### src/rtl/mem_arbiter.sv
// mem_arbiter: alternating-priority arbiter sharing one memory port between icache and dcache
module mem_arbiter #(
  parameter int ADDR_W = 28,
  parameter int DATA_W = 128
) (
  input  logic              clk,
  input  logic              reset,
  input  logic              ic_req_valid,
  input  logic [ADDR_W-1:0] ic_req_addr,
  output logic              ic_req_ready,
  output logic              ic_resp_valid,
  output logic [DATA_W-1:0] ic_resp_data,
  input  logic              dc_req_valid,
  input  logic              dc_req_rw,
  input  logic [ADDR_W-1:0] dc_req_addr,
  input  logic [DATA_W-1:0] dc_req_wdata,
  output logic              dc_req_ready,
  output logic              dc_resp_valid,
  output logic [DATA_W-1:0] dc_resp_data,
  output logic              mem_req_valid,
  output logic              mem_req_rw,
  output logic [ADDR_W-1:0] mem_req_addr,
  output logic [DATA_W-1:0] mem_req_wdata,
  input  logic              mem_req_ready,
  input  logic              mem_resp_valid,
  input  logic [DATA_W-1:0] mem_resp_data,
  output logic              busy
);
  typedef enum logic [2:0] {IDLE, REQ_I, REQ_D, RESP_I, RESP_D} state_t;
  state_t state, state_n;
  logic last_grant, last_grant_n;
  logic grant_d;
  // state and grant-history registers; last_grant 0 = icache, 1 = dcache
  always_ff @(posedge clk) begin
    if (reset) begin
      state      <= IDLE;
      last_grant <= 1'b0;
    end else begin
      state      <= state_n;
      last_grant <= last_grant_n;
    end
  end
  assign grant_d = dc_req_valid && (!ic_req_valid || !last_grant);
  // arbitration in IDLE, then hold the owner until its request and response complete
  always_comb begin
    state_n      = state;
    last_grant_n = last_grant;
    case (state)
      IDLE: if (ic_req_valid || dc_req_valid) begin
        state_n      = grant_d ? REQ_D : REQ_I;
        last_grant_n = grant_d;
      end
      REQ_I: if (mem_req_ready) state_n = RESP_I;
      REQ_D: if (mem_req_ready) state_n = dc_req_rw ? IDLE : RESP_D;
      RESP_I, RESP_D: if (mem_resp_valid) state_n = IDLE;
      default: state_n = IDLE;
    endcase
  end
  // request/response routing is purely a function of the owning state
  always_comb begin
    mem_req_valid = state == REQ_I || state == REQ_D;
    mem_req_rw    = state == REQ_D && dc_req_rw;
    mem_req_addr  = state == REQ_D ? dc_req_addr : ic_req_addr;
    mem_req_wdata = state == REQ_D ? dc_req_wdata : '0;
    ic_req_ready  = state == REQ_I && mem_req_ready;
    dc_req_ready  = state == REQ_D && mem_req_ready;
    ic_resp_valid = state == RESP_I && mem_resp_valid;
    dc_resp_valid = state == RESP_D && mem_resp_valid;
    ic_resp_data  = mem_resp_data;
    dc_resp_data  = mem_resp_data;
    busy          = state != IDLE;
  end
endmodule

### config.mk
export PLATFORM = sky130hd
export DESIGN_NAME = mem_arbiter
export DESIGN_NICKNAME = d
export VERILOG_FILES = /design/src/rtl/mem_arbiter.sv
export SDC_FILE = /design/constraint.sdc
export NUM_CORES = 1
export LEC_CHECK = 0
export CAP_MARGIN = 0
export CORE_AREA = 2 2 288 290
export DETAILED_ROUTE_END_ITERATION = 16
export DIE_AREA = 0 0 290 292
export PLACE_DENSITY = 0.35
export SETUP_SLACK_MARGIN = 0.3
export SYNTH_ARGS = -nofsm -noshare
export SYNTH_HDL_FRONTEND = slang
export SYNTH_SLANG_ARGS = --single-unit
### constraint.sdc
create_clock -name clk -period 3.5 [get_ports clk]
set_clock_uncertainty 0.05 [all_clocks]
set_input_delay 0.525 -clock clk [delete_from_list [all_inputs] [get_ports clk]]
set_output_delay 0.525 -clock clk [all_outputs]
set_load 0.02 [all_outputs]
==> summary.txt <==
Tightest Hold Check Type: flip-flop to flip-flop
Post-place setup slack: 0.807 ns
Clk pwr share: 11.8%
Post-synth net total: 800
Seq cells post-synth: 4
Ratio of cells with drive above 1 in the final layout: 7.22%
CTS HTree Levels: 1
Placed wire-length estimate: 16,300 um
Final hold violation count: 0
Net switching share of the total power: 42.8%
Deepest clock path buffer count: 2
I/O pins: 738
Syn Inst Count: 481
Combined buffer and inverter count along the critical path: 2
Cts hold-fix bufs: 0
Leakage power total: 2.36 nW
First-pass GRT wire length: 25,400 um
Maximum vdd ir drop: 0.108 mV
Critical Path AT: 2.26 ns
Slowest stage cell, crit path: sky130_fd_sc_hd__clkdlybuf4s50_1
Instance count along the most critical hold path: 1
Horizontal die dimension: 290 um
Critical setup path kind: flip-flop to output port
Design internal power: 0.847 mW
Via count of the first global-routing pass: 3,658
Critical-path maximum fanout: 28
Startpoint class of the critical path: flip-flop
Starting DRT DRC Count: 94
Kind of cell with the highest combined delay on the critical path: buffers and inverters
Final wirelength: 18,600 um
Clock tree from TritonCTS: yes
Number of clock sinks: 4
Sequential-to-total area share from yosys stat: 2.30%
Biggest area contributors in the synthesized netlist: sky130_fd_sc_hd__buf_4 (56%), sky130_fd_sc_hd__and3_1 (24%), sky130_fd_sc_hd__mux2_2 (9.1%)
Share of power burned in combinational logic: 83.8%
Worst R2R Path Depth: 4
Initial DRT Pass Iterations: 4
Wire per inst: 11.4 um
Worst path required time: 2.92 ns
Cells resized by post-CTS repair: 0
Post-synth top area share: 55.6%
Max Cap Violations: 0
Average via count per standard cell: 2.10
DR vias: 3,423
Power density over the cells: 230 mW/mm2
Final-report setup violation count: 0
Aggregate global routing overflow: 0
Result of the run: finished clean
Sw Pwr: 0.633 mW
Core area: 0.0816 mm2
Type of destination of the critical path: output port
Register clock-pin slew on the reported worst setup and hold paths: 0.03 ns
Cell count along the critical path: 5
Final total negative setup slack: 0 ns
Clock insertion delay at the later pin of the skew report: 0.22 ns
F_max: 352 MHz
Layout Area Growth over Synthesis: 85.0%
Gp weighted congestion: 0.780
Die area: 0.0847 mm2
Post-route DRC: 0
Fin. max-slew vios: 0
Yosys warning total: 0
Average cell area after synthesis: 7.24 um2
Overall fraction of global-route tracks in use: 4.17%
Hold slack: 0.430 ns
Shortest period the worst path allows: 2.84 ns
Number of CTS-inserted buffers: 3
Starting utilization of the core area: 4.27%
Leading area contributor after synthesis: sky130_fd_sc_hd__buf_4
Post-detailed-route count of antenna-violating nets: 0
Tcrit/Tclk final: 81.1%
Netlist cell types: 31
Post-CTS Setup Repair Bufs: 0
Initial antenna violation count: 4
Final setup margin: 0.661 ns
Input/output buffers: 353
Chip Height: 292 um
Cell row count: 105
List of cells traversed by the critical path: nand2b_1 -> nor2_4 -> buf_4 -> mux2_2 -> clkdlybuf4s50_1
Transition time of the tightest slew-check pin: 0.536 ns
Root buffer cell: sky130_fd_sc_hd__clkbuf_16
Number of nets in the layout: 875
Mapped Area: 0.00348 mm2
Relative max-transition margin: 64.0%
Layout Utilization: 7.89%
Largest stage delay, worst path: 0.56 ns
Setup repair after global routing missed its margin: false
Sequential fraction of design power: 4.4%
Maximum number of pins on one net before global-route repair: 99
==> metal layers <==
metal	GRT usage, %	part of all wire [%]	up-vias
met5	0	0	-
met4	3.19	7.9	0
met3	2.69	15	107
met2	7.75	51	367
met1	2.94	26	1458
li1	-	-	1491
==> cells in the mapped netlist, drive strengths merged <==
| cell | instances |
|---|---|
| buf | 262 |
| o21ai | 1 |
| nor3b | 1 |
| or3 | 1 |
| a2111oi | 1 |
| nand2 | 2 |
| nor2b | 1 |
| xnor2 | 1 |
| clkbuf | 26 |
| a31oi | 1 |
| a221o | 1 |
| and2 | 1 |
| and3 | 131 |
| nor2 | 3 |
| nor3 | 2 |
| a311oi | 1 |
| and4 | 1 |
| mux2i | 1 |
| nor4b | 1 |
| nand2b | 1 |
| o22ai | 1 |
| a41oi | 1 |
| a21oi | 1 |
| inv | 5 |
| dfxtp | 4 |
| mux2 | 28 |
| a22oi | 1 |
==> cells by family (layout without fill, tap and decap cells) <==
group	after synthesis	in the layout	share of synthesized area [%]
buffers and inverters	293	366	60.0
and+or+nand+nor	145	145	26.0
muxes	29	29	9.35
AOI/OAI and AO/OA	9	9	2.08
DFF	4	4	2.30
xor gates and xnor gates	1	1	0.252
other	0	4	0
==> state kept, by name (all words and copies together) (netlist names) <==
| signal | flops |
|---|---|
| state | 3 |
| last_grant | 1 |
==> stage by stage <==
stage	power [mW]	cells	area, um2
after floorplan	1.05	481	3480
after global placement	1.33	1621	6350
after detailed placement	1.32	1621	6350
after CTS	1.51	1624	6430
after global routing	1.57	1624	6430
final	1.48	1628	6440
==> layout by cell type (no fill, tap or decap), types with 2 or more instances in the layout <==
master                            count
sky130_fd_sc_hd__inv_1                4
sky130_fd_sc_hd__nand2_1              2
sky130_fd_sc_hd__clkbuf_16            3
sky130_fd_sc_hd__nor3_1               2
sky130_fd_sc_hd__buf_4                3
sky130_fd_sc_hd__nor2_1               2
sky130_fd_sc_hd__and3_1             131
sky130_fd_sc_hd__buf_12               2
sky130_fd_sc_hd__clkdlybuf4s50_1    353
sky130_fd_sc_hd__dfxtp_1              4
sky130_fd_sc_hd__diode_2              4
sky130_fd_sc_hd__mux2_2              28
==> worst paths after layout <==
| path | end | from | slack [ns] |
|---|---|---|---|
| worst max register to register | state[0]$_SDFFE_PP0P_ | state[2]$_SDFFE_PP0P_ | 1.81 |
| worst max-delay path | mem_req_addr[25] | state[2]$_SDFFE_PP0P_ | 0.66 |
| worst min register to register | last_grant$_SDFFE_PP0P_ | last_grant$_SDFFE_PP0P_ | 0.43 |
| worst min-delay path | last_grant$_SDFFE_PP0P_ | last_grant$_SDFFE_PP0P_ | 0.43 |
==> power groups by stage <==
stage                     logic (mW)  registers (mW)  clock network (mW)
after floorplan                0.997          0.0576                   0
after global placement          1.26          0.0652                   0
after detailed placement        1.25          0.0655                   0
after CTS                       1.26          0.0648               0.180
after global routing            1.32          0.0668               0.186
final                           1.24          0.0650               0.175
==> area by class of cell <==
class / count / area, um2
antenna: 4 / 10.0
tap: 1070 / 1340
inverter: 5 / 20.0
clock buffer: 3 / 75.1
multi-input combinational: 184 / 1320
timing repair buffer: 358 / 3600
sequential: 4 / 80.1
fill: 9510 / 75100
(Power assumes the default switching activity.)
